File: src/rtl/div_pkg.sv
// rtl/div_pkg.sv - shared widths, FSM states and error constant for seq_div_40by8
package div_pkg;

  localparam int DIVIDEND_W = 40;
  localparam int DIVISOR_W  = 8;
  localparam int QUOTIENT_W = 32;
  localparam int CNT_W      = 5;

  localparam logic [CNT_W-1:0]      LAST_ITER    = CNT_W'(QUOTIENT_W - 1);
  localparam logic [QUOTIENT_W-1:0] ERR_QUOTIENT = '1;

  typedef enum logic [1:0] {
    IDLE = 2'd0,
    RUN  = 2'd1,
    DONE = 2'd2
  } state_t;

endpackage

File: src/rtl/div_step.sv
// rtl/div_step.sv - one combinational restoring-division step (shift in a bit, trial subtract)
module div_step
  import div_pkg::*;
(
  input  logic [DIVISOR_W:0]   r,
  input  logic                 bit_in,
  input  logic [DIVISOR_W-1:0] divisor,
  output logic [DIVISOR_W:0]   r_next,
  output logic                 qbit
);

  // t keeps r[8] as its top bit so the compare stays exact even for out-of-range operands;
  // under the valid-operand precondition r[8] is always 0 and t[9] never sets.
  logic [DIVISOR_W+1:0] t;

  // Shift the next dividend bit in and subtract the divisor when it fits.
  always_comb begin
    t      = {r, bit_in};
    r_next = t[DIVISOR_W:0];
    qbit   = 1'b0;
    if (t >= {2'b00, divisor}) begin
      r_next = t[DIVISOR_W:0] - {1'b0, divisor};
      qbit   = 1'b1;
    end
  end

endmodule

File: src/rtl/seq_div_40by8.sv
// rtl/seq_div_40by8.sv - 40/8 sequential restoring divider; DIV_ERR_CHECK_EN enables divide-by-zero/overflow detection
module seq_div_40by8
  import div_pkg::*;
(
  input  logic                  clk,
  input  logic                  rst,
  input  logic                  start,
  input  logic [DIVIDEND_W-1:0] dividend,
  input  logic [DIVISOR_W-1:0]  divisor,
  output logic                  busy,
  output logic                  done,
  output logic [QUOTIENT_W-1:0] quotient,
  output logic [DIVISOR_W-1:0]  remainder,
  output logic                  err
);

  state_t                  state, state_next;
  logic [DIVISOR_W:0]      r;
  logic [QUOTIENT_W-1:0]   sreg;
  logic [DIVISOR_W-1:0]    div_q;
  logic [CNT_W-1:0]        cnt;
  logic                    accept;
  logic                    bad_ops;
  logic                    last_iter;
  logic [DIVISOR_W:0]      r_next;
  logic                    qbit;

  assign last_iter = (cnt == LAST_ITER);

`ifdef DIV_ERR_CHECK_EN
  // Quotient would not fit in 32 bits (or divisor is zero): short-circuit to DONE.
  assign bad_ops = (divisor == '0) || (dividend[DIVIDEND_W-1:QUOTIENT_W] >= divisor);
`else
  assign bad_ops = 1'b0;
`endif

  div_step u_step (
    .r       (r),
    .bit_in  (sreg[QUOTIENT_W-1]),
    .divisor (div_q),
    .r_next  (r_next),
    .qbit    (qbit)
  );

  // State register.
  always_ff @(posedge clk) begin
    if (rst) state <= IDLE;
    else     state <= state_next;
  end

  // Next-state, handshake outputs and start acceptance.
  always_comb begin
    state_next = state;
    busy       = 1'b0;
    done       = 1'b0;
    accept     = 1'b0;
    case (state)
      IDLE: begin
        if (start) begin
          accept     = 1'b1;
          state_next = bad_ops ? DONE : RUN;
        end
      end
      RUN: begin
        busy = 1'b1;
        if (last_iter) state_next = DONE;
      end
      DONE: begin
        done = 1'b1;
        if (start) begin
          accept     = 1'b1;
          state_next = bad_ops ? DONE : RUN;
        end else begin
          state_next = IDLE;
        end
      end
      default: state_next = IDLE;
    endcase
  end

  // Operand latch, per-cycle iteration and result capture on the final step.
  always_ff @(posedge clk) begin
    if (rst) begin
      r         <= '0;
      sreg      <= '0;
      div_q     <= '0;
      cnt       <= '0;
      quotient  <= '0;
      remainder <= '0;
    end else if (accept) begin
      r     <= {1'b0, dividend[DIVIDEND_W-1:QUOTIENT_W]};
      sreg  <= dividend[QUOTIENT_W-1:0];
      div_q <= divisor;
      cnt   <= '0;
      if (bad_ops) begin
        quotient  <= ERR_QUOTIENT;
        remainder <= '0;
      end
    end else if (state == RUN) begin
      r    <= r_next;
      sreg <= {sreg[QUOTIENT_W-2:0], qbit};
      cnt  <= cnt + 1'b1;
      if (last_iter) begin
        quotient  <= {sreg[QUOTIENT_W-2:0], qbit};
        remainder <= r_next[DIVISOR_W-1:0];
      end
    end
  end

`ifdef DIV_ERR_CHECK_EN
  logic err_q;

  // Error flag follows the operand check of the most recent accepted start.
  always_ff @(posedge clk) begin
    if (rst)         err_q <= 1'b0;
    else if (accept) err_q <= bad_ops;
  end

  assign err = err_q;
`else
  assign err = 1'b0;
`endif

endmodule

File: config.mk
export PLATFORM = sky130hd
export DESIGN_NAME = seq_div_40by8
export DESIGN_NICKNAME = d
export VERILOG_FILES = /design/src/rtl/div_pkg.sv /design/src/rtl/div_step.sv /design/src/rtl/seq_div_40by8.sv
export SDC_FILE = /design/constraint.sdc
export NUM_CORES = 1
export LEC_CHECK = 0
export ABC_AREA = 1
export CORE_ASPECT_RATIO = 1.2
export CORE_MARGIN = 2
export CORE_UTILIZATION = 45
export DETAILED_ROUTE_END_ITERATION = 7
export MAX_ROUTING_LAYER = met4
export PLACE_DENSITY = 0.82
export SYNTH_ARGS = -nofsm -noshare
export SYNTH_HDL_FRONTEND = slang
export SYNTH_SLANG_ARGS = --single-unit
File: constraint.sdc
create_clock -name clk -period 2.6 [get_ports clk]
set_clock_uncertainty 0.1 [all_clocks]
set_input_delay 0.65 -clock clk [delete_from_list [all_inputs] [get_ports clk]]
set_output_delay 0.65 -clock clk [all_outputs]
set_load 0.05 [all_outputs]
---- After elaboration in Yosys (flattened, before gate mapping) ----
Index checks and enable logic that the tools add are counted.
word-level totals
  register bits ........................... 96
  input bits .............................. 51
  logic and storage cells ................. 37
cells by class
  add/sub/neg operators ................... 2
  $lt $le $gt $ge ......................... 1
  equality and inequality tests ........... 5
  mux-type cells .......................... 14
  bitwise gates (word level) .............. 1
  reduce and logical (&&, ||, !) cells .... 6
operator list
  kind                 number
  $mux 32              2
  $mux 8               2
  $ge 10x8->1          1
  $mux 9               1
  $sub 9x8->9          1
  $mux 1               6
  $pmux 2 s3           1
  $add 5x1->5 const B  1
  $eq 5x5->1 const B   1
  $mux 2               2
  $ne 2x2->1 const B   2
  $reduce_or 2->1      2
  $reduce_and 3->1     1
  $eq 2x1->1 const B   1
  $eq 2x2->1 const B   1
  $logic_not 2->1      1
  $reduce_and 2->1     1
  $reduce_bool 2->1    1
  $not 1->1            1

---- Logic depth before layout (Yosys ltp) ----
Gate-level depths: netlist of run 1.
  depth after elaboration ................. 5
  depth in mapped cells ................... 14
  gate-level depth less buffers ........... 13

---- Hierarchy ----
Synthesis of run 1 repeated with hierarchy kept, for this count alone.
second synthesis, totals
  cells, all modules ...................... 687
  area, all modules ....................... 4752.1 µm²
modules (own cells, without submodules)
  module         instances  cells an instance  area an instance (µm²)
  seq_div_40by8  1          568                4086.4
  div_step       1          119                665.6

---- Worst setup path after synthesis of run 1 ----
No wires, ideal clock.
  path kind ............................... register to register
  start ................................... register sreg[31]
  end ..................................... register r[4]
  setup time .............................. 68 ps
  data arrival time ....................... 1790 ps
  required time ........................... 2432 ps
  path slack .............................. 642 ps
  stages on the path, launching flop included .. 15
  cells stage by stage .................... dfxtp_1 inv_1 ha_1 inv_1 fa_1 nand3_2 nand3_2 nand2_2 nand2_2 nor2_4 buf_8 nand2_4 o21ai_2 nand2_1 a21oi_2
on the way
  longest elaborated chain between the ends .. 4
  elaborated cells between the ends (all ways) .. 5
  classes of those cells .................. add/sub (1); order compare (1); mux (3)
RTL lines
  element                                            line                            source
  start: declaration                                 seq_div_40by8.sv:19             logic [QUOTIENT_W-1:0] sreg;
  start signal: assignment                           seq_div_40by8.sv:92             sreg <= dividend[QUOTIENT_W-1:0];
  start signal: assignment                           seq_div_40by8.sv:101            sreg <= {sreg[QUOTIENT_W-2:0], qbit};
  $sub 9x8->9 / $ge 10x8->1 (equally long branches)  div_step.sv:22, div_step.sv:21
  $mux 9 (*)                                         div_step.sv:21                  if (t >= {2'b00, divisor}) begin
  $mux 8 (*)                                         seq_div_40by8.sv:99             end else if (state == RUN) begin
  $mux 8 (*)                                         seq_div_40by8.sv:90             end else if (accept) begin
  end signal: assignment                             seq_div_40by8.sv:91             r <= {1'b0, dividend[DIVIDEND_W-1:QUOTIENT_W]};
  end signal: assignment                             seq_div_40by8.sv:100            r <= r_next;
  end: declaration                                   seq_div_40by8.sv:18             logic [DIVISOR_W:0] r;
Mark *: on every way between the ends. The rest lies on a longest branch, timed or not. The select of a mux whose other input is x is not followed.
A chain may end at the register's enable or synchronous reset.

---- Final worst setup path of run 1 ----
  start ................................... register state[1]
  end ..................................... output port done
on the way
  longest elaborated chain between the ends .. 2
RTL lines
  element                   line                 source
  start: declaration        seq_div_40by8.sv:17  state_t state, state_next;
  start signal: assignment  seq_div_40by8.sv:48  else state <= state_next;
  $eq 2x2->1                seq_div_40by8.sv:57  case (state)
  $mux 1                    seq_div_40by8.sv:57
  end: declaration          seq_div_40by8.sv:11  output logic done,
No other way between the ends.

==> results.cfg, run 1 <==
[synth]
synth_warnings = 0
synth_nets = 625
edff_count_synth = 0
synth.ff_latch_count = 96
yosysUniqueCellTypes = 36
yosysMostFrequentCell = sky130_fd_sc_hd__nand2_1
netlist.top_cell.by_area = sky130_fd_sc_hd__dfxtp_1
yosys-top-cells-count = sky130_fd_sc_hd__nand2_1, sky130_fd_sc_hd__dfxtp_1, sky130_fd_sc_hd__inv_1
synth_seq_area_share_pct = 44.5
syn-instance-count = 563
synth_top_flop_cell = sky130_fd_sc_hd__dfxtp_1
netlist_top_cells_area = sky130_fd_sc_hd__dfxtp_1, sky130_fd_sc_hd__nand2_1, sky130_fd_sc_hd__inv_1, sky130_fd_sc_hd__nand3_1, sky130_fd_sc_hd__nor2_1
synth_top_area_share_pct = 44.5
average_cell_area_after_synthesis_um2 = 7.67
synth_area_um2 = 4320
async_reset_ff_share_pct = 0

[sta]
count_of_final_setup_violators = 0
period_share_pct = 94.9
timing.fmax_mhz = 405
fin_crit_ps = 2470
slew-limit-headroom_pct = 65.3
slew_viol_final = 0
hold_slack_ps = 367
endpoints_failing_hold = 0
final.setup.tns_ps = 0
worst-slew-pin-transition_ps = 519
grt_setup_unrepaired = false
final_critical_path_setup_slack_ps = 132

[global_routing]
largest_net_degree_at_the_start_of_global_routing = 42
overflow = 0
grt_antenna_before_repair = 0
grt_first_pass_wirelength_um = 19100
groute.usage.overall_pct = 23.9
grt_pass1_vias = 4067

[pwr]
worst_ir_drop_vdd_v = 0.000381
leakagePower_nw = 2.35
power.density_cell_area_nw_per_um2 = 680

[route]
drt_first_iter_violations = 231
vias = 4077
drt_pass1_iterations = 6
wire_per_inst_um = 15.4
vias_per_cell = 5.28
wirelength_routed_um = 11900
ant_nets = 0
post-route-drc-count = 0

[die]
fp-row-count = 39
dieWidth_um = 93.4
dieHeight_um = 111
placeableCoreArea_um2 = 9420
floorplan.initialDensity_pct = 45.9
io-pin-count = 94
design.die.area_um2 = 10400

[clock_tree]
root_buffer = sky130_fd_sc_hd__clkbuf_16
insertion_delay_ps = 340
worst_path_clk_slew_ps = 60
htreeDepth = 3
tritoncts.num_buffers = 9
clock_sinks = 96
max-clock-path-buffers = 2
cts.hold.buffers_added = 0
cts_repair_resize_count = 0
post_cts_buffers = 0
clock_tree_from_tritoncts = built

[setup_path]
worst-setup-path-type = reg2out
crit_path_start_kind = flop
crit_fanout = 2
arrival_ps = 1720
worstSetupEndpointType = output port
critPathRequiredTime_ps = 1850

[placement]
gp_congestion = 0.948
portBuffers = 92
dp_worst_setup_slack_ps = 328
dpl.hpwl_um = 8450

[hold_path]
hold_class = reg2reg

[cells_and_area]
flow.area_growth_from_synthesis_pct = 30.5
finish.net_count = 706
layout-drive-gt1-share_pct = 9.40
antenna_cells_inserted = 0

[run_status]
outcome = completed

[flow_run]
cap_viol_max_count = 0
-- cell type report --
| type | count | area (um2) |
|---|---|---|
| clock buffers | 10 | 229 |
| well taps | 123 | 154 |
| repair buffers | 102 | 1010 |
| flip-flops and latches | 96 | 1920 |
| inverters | 69 | 259 |
| clock inverters | 6 | 90.1 |
| multi-input cells | 366 | 1970 |
| fillers | 810 | 3780 |
-- power by group --
part           total [mW]  switching [mW]  internal (mW)
Clock                1.41           0.567          0.848
Sequential           1.59          0.0539           1.54
Combinational       0.824           0.506          0.318
Total                3.83            1.13           2.71
-- layer usage --
metal | GRT usage [%] | up-vias | part of all wire (%)
li1 | - | 1989 | -
met1 | 28.7 | 1889 | 41
met2 | 39.1 | 172 | 49
met3 | 3.86 | 27 | 6.6
met4 | 10.9 | 0 | 3.4
met5 | - | - | 0
-- state kept, by name, summed over array words and instances, names as in the netlist --
name,cells
cnt,5
div_q,8
quotient,32
r,9
remainder,8
sreg,32
state,2
-- worst paths after layout --
| check | cells after the start | start | endpoint | slack, ps |
|---|---|---|---|---|
| hold / removal | 2 | div_q[7] | div_q[7] | 370 |
| setup reg to reg | 13 | sreg[31] | r[0] | 290 |
| hold reg to reg | 2 | div_q[7] | div_q[7] | 370 |
| setup / recovery | 3 | state[1] | done | 130 |
-- cell families (layout without fill, tap and decap cells) --
family          Yosys count  count (layout)  share of synthesized area, %
compound gates          110             110                          16.7
xor+xnor                  3               3                         0.608
fa+ha+maj                11              11                          3.36
buf+inv                 101             187                          9.90
flops                    96              96                          44.5
other cells               1               1                        0.0868
simple gates            241             241                          24.8
-- layout by cell type (no fill, tap or decap), types with 4 or more instances in the layout --
master and count:
sky130_fd_sc_hd__nand2_1 127, sky130_fd_sc_hd__dfxtp_1 96, sky130_fd_sc_hd__clkdlybuf4s50_1 90, sky130_fd_sc_hd__inv_1 63, sky130_fd_sc_hd__nor2_1 48, sky130_fd_sc_hd__nand3_1 41, sky130_fd_sc_hd__o21ai_0 26, sky130_fd_sc_hd__a221oi_1 18
sky130_fd_sc_hd__a21oi_1 18, sky130_fd_sc_hd__a31oi_1 14, sky130_fd_sc_hd__nand2_2 11, sky130_fd_sc_hd__o21ai_1 10, sky130_fd_sc_hd__ha_1 10, sky130_fd_sc_hd__clkbuf_16 9, sky130_fd_sc_hd__buf_4 9, sky130_fd_sc_hd__o21bai_1 8
sky130_fd_sc_hd__inv_2 6, sky130_fd_sc_hd__a22o_1 6, sky130_fd_sc_hd__a21oi_2 4, sky130_fd_sc_hd__o21ai_2 4
-- metrics by stage --
step                      instance area [um2]  cells  util, %  total power, mW
after floorplan                          4320    563        -             2.22
after global placement                   5320    756     56.5             2.43
after detailed placement                 5320    756     56.5             2.44
after CTS                                5640    772     59.9             3.84
after global routing                     5640    772     59.9             4.00
final                                    5640    772     59.9             3.83
-- critical path, cell delays in order (launching register included) --
cell                              delay (ps)
sky130_fd_sc_hd__dfxtp_1                 380
sky130_fd_sc_hd__inv_1                    60
sky130_fd_sc_hd__nor2_1                  120
sky130_fd_sc_hd__clkdlybuf4s50_1         820
Note: power is estimated with default switching activity, not from simulation.
==> run 2, diff against run 1 <==
--- a/config.mk
+++ b/config.mk
@@ -5,13 +5,12 @@
 export SDC_FILE = /design/constraint.sdc
 export NUM_CORES = 1
 export LEC_CHECK = 0
-export ABC_AREA = 1
 export CORE_ASPECT_RATIO = 1.2
 export CORE_MARGIN = 2
 export CORE_UTILIZATION = 45
 export DETAILED_ROUTE_END_ITERATION = 7
 export MAX_ROUTING_LAYER = met4
-export PLACE_DENSITY = 0.82
+export PLACE_DENSITY = 0.83
 export SYNTH_ARGS = -nofsm -noshare
 export SYNTH_HDL_FRONTEND = slang
 export SYNTH_SLANG_ARGS = --single-unit
==> run 2 against run 1 <==
Compared with the run above:
- routed wire length down 9.9%
- sequential cell count unchanged
- final area down 3.6%
- synthesized cell count down 9.6%
- synthesized area down 3.2%
- cell count down 7.8%
- critical path type is now reg2reg
- via count down 1.5%
- global-route usage down 1.6 points
- sequential power about the same
- fmax up 0.44%
- highest routed layer unchanged
==> results.cfg, run 2 <==
[run_status]
outcome = completed

[sta]
slew_viol_final = 0
hold_slack_ps = 356
period_share_pct = 94.5
grt_setup_unrepaired = false
timing.fmax_mhz = 407
worst-slew-pin-transition_ps = 690
count_of_final_setup_violators = 0
slew-limit-headroom_pct = 53.4
fin_crit_ps = 2460
final.setup.tns_ps = 0
final_critical_path_setup_slack_ps = 143
endpoints_failing_hold = 0

[placement]
dpl.hpwl_um = 7630
dp_worst_setup_slack_ps = 163
portBuffers = 92
gp_congestion = 1.04

[global_routing]
grt_antenna_before_repair = 0
overflow = 0
grt_first_pass_wirelength_um = 17600
largest_net_degree_at_the_start_of_global_routing = 51
grt_pass1_vias = 3781
groute.usage.overall_pct = 22.3

[die]
design.die.area_um2 = 10100
io-pin-count = 94
placeableCoreArea_um2 = 9030
fp-row-count = 38
dieWidth_um = 92.0
dieHeight_um = 110
floorplan.initialDensity_pct = 46.3

[setup_path]
worst-setup-path-type = reg2reg
arrival_ps = 2580
crit_path_start_kind = flop
regToRegStartpoint = sreg[31]
critPathRequiredTime_ps = 2720
worstSetupEndpointType = flop
crit_fanout = 11
reg2reg_depth = 9
rrSetupSlack_ps = 140
timing.rr.end = r[4]
timing.critical_path.from = sreg[31]

[synth]
yosys-top-cells-count = sky130_fd_sc_hd__nand2_1, sky130_fd_sc_hd__dfxtp_1, sky130_fd_sc_hd__a21oi_1
synth_top_flop_cell = sky130_fd_sc_hd__dfxtp_1
yosysUniqueCellTypes = 55
synth_area_um2 = 4180
synth_top_area_share_pct = 46.0
synth_seq_area_share_pct = 46.0
netlist.top_cell.by_area = sky130_fd_sc_hd__dfxtp_1
synth_warnings = 0
yosysMostFrequentCell = sky130_fd_sc_hd__nand2_1
synth_nets = 571
edff_count_synth = 0
syn-instance-count = 509
async_reset_ff_share_pct = 0
netlist_top_cells_area = sky130_fd_sc_hd__dfxtp_1, sky130_fd_sc_hd__nand2_1, sky130_fd_sc_hd__a21oi_1, sky130_fd_sc_hd__a22oi_1, sky130_fd_sc_hd__ha_1
average_cell_area_after_synthesis_um2 = 8.22
synth.ff_latch_count = 96

[cells_and_area]
antenna_cells_inserted = 0
layout-drive-gt1-share_pct = 8.28
final_common_cell = sky130_fd_sc_hd__nand2_1
multi_input_comb_area_um2 = 2060
flow.area_growth_from_synthesis_pct = 29.9
seqCellArea_um2 = 1920
largestRegisters = quotient (32), sreg (32), r (9)
most_used_cells_in_the_layout_excluding_fill_and_tap_cells = sky130_fd_sc_hd__nand2_1, sky130_fd_sc_hd__dfxtp_1, sky130_fd_sc_hd__clkdlybuf4s50_1
fillCellCount = 801
finish.net_count = 650

[route]
vias_per_cell = 5.64
drt_pass1_iterations = 5
vias = 4015
wirelength_routed_um = 10700
wire_per_inst_um = 15.1
drt_first_iter_violations = 254
ant_nets = 0
post-route-drc-count = 0

[clock_tree]
insertion_delay_ps = 360
post_cts_buffers = 0
clock_tree_from_tritoncts = built
tritoncts.num_buffers = 9
root_buffer = sky130_fd_sc_hd__clkbuf_8
worst_path_clk_slew_ps = 90
max-clock-path-buffers = 2
clock_sinks = 96
htreeDepth = 3

[pwr]
leakagePower_nw = 1.90
power.density_cell_area_nw_per_um2 = 666
worst_ir_drop_vdd_v = 0.000335

[hold_path]
hold_class = reg2reg
worst_hold_path_startpoint = div_q[3]
whs_path_depth = 2
hold-path-endpoint = div_q[3]

[flow_run]
cap_viol_max_count = 0
==> run 2: changes by cell type after synthesis, moves of 10 or more <==
cell                       delta
sky130_fd_sc_hd__a21oi_1     +67
sky130_fd_sc_hd__inv_1       -52
sky130_fd_sc_hd__a22oi_1     +38
sky130_fd_sc_hd__nand3_1     -35
sky130_fd_sc_hd__nor2_1      -32
sky130_fd_sc_hd__o21ai_0     -20
sky130_fd_sc_hd__a221oi_1    -18
sky130_fd_sc_hd__a31oi_1     -12
sky130_fd_sc_hd__nand2_2     -11
sky130_fd_sc_hd__clkbuf_1    +10
==> run 2: worst max-delay path: stages, from the launching register on <==
cell,delay (ps)
sky130_fd_sc_hd__dfxtp_1,330
sky130_fd_sc_hd__inv_1,50
sky130_fd_sc_hd__ha_1,150
sky130_fd_sc_hd__inv_1,50
sky130_fd_sc_hd__fa_1,420
sky130_fd_sc_hd__nand3_1,170
sky130_fd_sc_hd__a32oi_2,170
sky130_fd_sc_hd__or3_4,490
sky130_fd_sc_hd__mux2i_1,250
sky130_fd_sc_hd__o22ai_1,140
==> run 2: routing by layer <==
layer	global-route usage (%)	part of all wire, %
met3	4.18	6.6
met4	10.6	2.7
met1	27.0	42
met5	-	0
met2	36.3	49
==> run 2: stage by stage <==
stage	utilization [%]	cell area (um2)	instances	total power [mW]
after floorplan	-	4180	509	2.31
after global placement	57.6	5210	697	2.52
after detailed placement	57.6	5210	697	2.55
after CTS	60.1	5430	712	3.61
after global routing	60.1	5430	712	3.80
final	60.1	5430	712	3.62
==> run 2: power breakdown <==
group	leakage [nW]	internal [mW]	switching, mW
clock network	0.108	0.563	0.500
registers	0.782	1.54	0.0715
logic	1.01	0.379	0.559
==> run 2: kinds of logic (layout without fill, tap and decap cells) <==
logic type	count (synthesis)	after routing	synth area share (%)
buf+inv	51	134	5.36
flops	96	96	46.0
xor+xnor	7	7	1.47
simple gates	183	183	18.8
mux	3	3	0.718
fa+ha+maj	11	11	3.47
compound gates	157	157	24.1
other cells	1	1	0.0897
==> run 2: repair_timing <==
item,CTS,global route
setup endpoints to repair,0,2
hold buffers,0,0
resized for setup,0,1
==> run 2: cell type report <==
type | instances | share of cell area, %
Sequential cell | 96 | 35.4
Multi-Input combinational cell | 362 | 37.9
Clock buffer | 10 | 2.53
Inverter | 12 | 0.829
Timing Repair Buffer | 107 | 19.1
Clock inverter | 5 | 1.50
Tap cell | 120 | 2.76
==> run 2: how the worst max path moves through the flow <==
| stage | slack (ps) | cells after the start | end |
|---|---|---|---|
| 2_1_floorplan | 410 | 10 | remainder[6] |
| 3_3_place_gp | 240 | 10 | remainder[2] |
| 3_5_place_dp | 160 | 10 | r[5] |
| 4_1_cts | 140 | 10 | r[5] |
| 5_1_grt | 20 | 9 | r[4] |
| 6_report | 140 | 9 | r[4] |
==> run 3, diff against run 2 <==
--- a/config.mk
+++ b/config.mk
@@ -6,7 +6,6 @@
 export NUM_CORES = 1
 export LEC_CHECK = 0
 export CORE_ASPECT_RATIO = 1.2
-export CORE_MARGIN = 2
 export CORE_UTILIZATION = 45
 export DETAILED_ROUTE_END_ITERATION = 7
 export MAX_ROUTING_LAYER = met4
==> run 3 against run 2 <==
Compared with the run above:
- first-iteration DRC count is 11% higher
- routed wire length is 1.1% higher
- worst hold slack better by 1.7 ps
- cell count is 0.14% lower
- register-to-register slack better by 40 ps
- sequential cell count stayed put
- via count is 3.1% lower
==> results.cfg, run 3 (synthesis gave the netlist of run 2 again) <==
[setup_path]
path_cells = nor2b_1, clkdlybuf4s50_1
regToRegStartpoint = sreg[31]
path_depth = 2
rrSetupSlack_ps = 180
crit_slowest_cell = sky130_fd_sc_hd__clkdlybuf4s50_1
crit_path_start_kind = flop
crit_fanout = 4
timing.critical_path.max_delay_family = buffers and inverters
timing.critical_path.from = state[0]
worst-path-buf-inv = 1
critPathRequiredTime_ps = 1850
arrival_ps = 1770
timing.rr.end = r[5]
worst-setup-path-type = reg2out
delay_contributed_by_the_slowest_stage_of_the_critical_path_ps = 830
worstSetupEndpointType = output port
worstSetupEndpoint = done
reg2reg_depth = 10

[clock_tree]
post_cts_buffers = 0
root_buffer = sky130_fd_sc_hd__clkbuf_8
tritoncts.num_buffers = 9
cts.hold.buffers_added = 0
max-clock-path-buffers = 2
worst_path_clk_slew_ps = 90
clock_sinks = 96
insertion_delay_ps = 350
cts_repair_resize_count = 0
clock_tree_from_tritoncts = built
htreeDepth = 3

[sta]
worst-slew-pin-transition_ps = 545
fin_crit_ps = 2520
period_share_pct = 96.7
hold_slack_ps = 358
grt_setup_unrepaired = false
endpoints_failing_hold = 0
slew_viol_final = 0
final.setup.tns_ps = 0
timing.fmax_mhz = 398
count_of_final_setup_violators = 0
slew-limit-headroom_pct = 63.7

[placement]
portBuffers = 92
placed_cells_incl_taps = 696
gp_congestion = 0.871
dpl.hpwl_um = 7570

[global_routing]
overflow = 0
grt_antenna_before_repair = 0
grt_pass1_vias = 3797
largest_net_degree_at_the_start_of_global_routing = 52
grt_util_met2_pct = 39.5
grt_use_met3_pct = 3.95
grt_first_pass_wirelength_um = 17700
globalRouteMet1Util_pct = 27.4
groute.usage.overall_pct = 23.4
grt_most_used_layer = met2

[cells_and_area]
largestRegisters = quotient (32), sreg (32), r (9)
flow.area_growth_from_synthesis_pct = 29.7
fillCellCount = 818
seqCellArea_um2 = 1920
finish.net_count = 649
layout-drive-gt1-share_pct = 7.78
most_used_cells_in_the_layout_excluding_fill_and_tap_cells = sky130_fd_sc_hd__nand2_1, sky130_fd_sc_hd__dfxtp_1, sky130_fd_sc_hd__clkdlybuf4s50_1
multi_input_comb_area_um2 = 2060
antenna_cells_inserted = 0
final_common_cell = sky130_fd_sc_hd__nand2_1
final-instance-count-excl-fill = 711

[route]
vias_per_cell = 5.47
ant_nets = 0
wire_per_inst_um = 15.2
wirelength_routed_um = 10800
vias = 3889
drt_pass1_iterations = 5
drt_first_iter_violations = 283
post-route-drc-count = 0

[die]
io-pin-count = 94
placeableCoreArea_um2 = 9030
fp-row-count = 38
dieHeight_um = 108
dieWidth_um = 90.0
design.die.area_um2 = 9680
floorplan.initialDensity_pct = 46.3

[pwr]
power.density_cell_area_nw_per_um2 = 661
worst_ir_drop_vdd_v = 0.000355
total_power_mw = 3.59
leakagePower_nw = 1.90

[flow_run]
cap_viol_max_count = 0

[hold_path]
hold_class = reg2reg

[run_status]
outcome = completed
==> run 3: report_power, final <==
part / leakage (nW) / internal [mW] / total (mW) / switching [mW]
combinational: 1.01 / 0.392 / 0.952 / 0.561
sequential: 0.782 / 1.54 / 1.62 / 0.0731
clock: 0.102 / 0.520 / 1.02 / 0.498
==> run 3: how the worst min path moves through the flow <==
stage                  from            to  slack, ps  cells past startpoint
2_1_floorplan      div_q[1]      div_q[1]        340                      2
3_3_place_gp   quotient[29]  quotient[29]        340                      2
3_5_place_dp    quotient[6]   quotient[6]        350                      2
4_1_cts         quotient[6]   quotient[6]        360                      2
5_1_grt         quotient[1]   quotient[1]        370                      2
6_report           div_q[3]      div_q[3]        360                      2
==> run 3: per-layer routing <==
| layer | vias to the layer above | routed length [um] |
|---|---|---|
| li1 | 1930 | - |
| met1 | 1796 | 4800 |
| met2 | 140 | 5240 |
| met3 | 23 | 513 |
| met4 | 0 | 282 |
| met5 | - | 0 |
==> run 3: layout make-up <==
| class | count | share of cell area (%) |
|---|---|---|
| Inverter | 12 | 0.830 |
| Clock buffer | 13 | 3.11 |
| Tap cell | 120 | 2.77 |
| Clock inverter | 2 | 0.692 |
| Multi-Input combinational cell | 362 | 37.9 |
| Timing Repair Buffer | 106 | 19.2 |
| Sequential cell | 96 | 35.4 |
==> run 3: stage by stage <==
stage	setup WS, ps	instance area [um2]	util (%)
after CTS	29.9	5420	60.0
after detailed placement	202	5210	57.7
after global placement	276	5210	57.7
final	84.8	5430	60.1
after global routing	33.4	5430	60.1
after floorplan	413	4180	-
==> run 3: worst register-to-register path, cell delays in order, from the launching register on <==
cell	delay (ps)
sky130_fd_sc_hd__dfxtp_1	330
sky130_fd_sc_hd__inv_1	50
sky130_fd_sc_hd__ha_1	160
sky130_fd_sc_hd__inv_1	60
sky130_fd_sc_hd__fa_1	410
sky130_fd_sc_hd__nand3_1	170
sky130_fd_sc_hd__a32oi_2	170
sky130_fd_sc_hd__nor3_4	300
sky130_fd_sc_hd__buf_4	210
sky130_fd_sc_hd__nand2_1	70
sky130_fd_sc_hd__a311oi_1	300
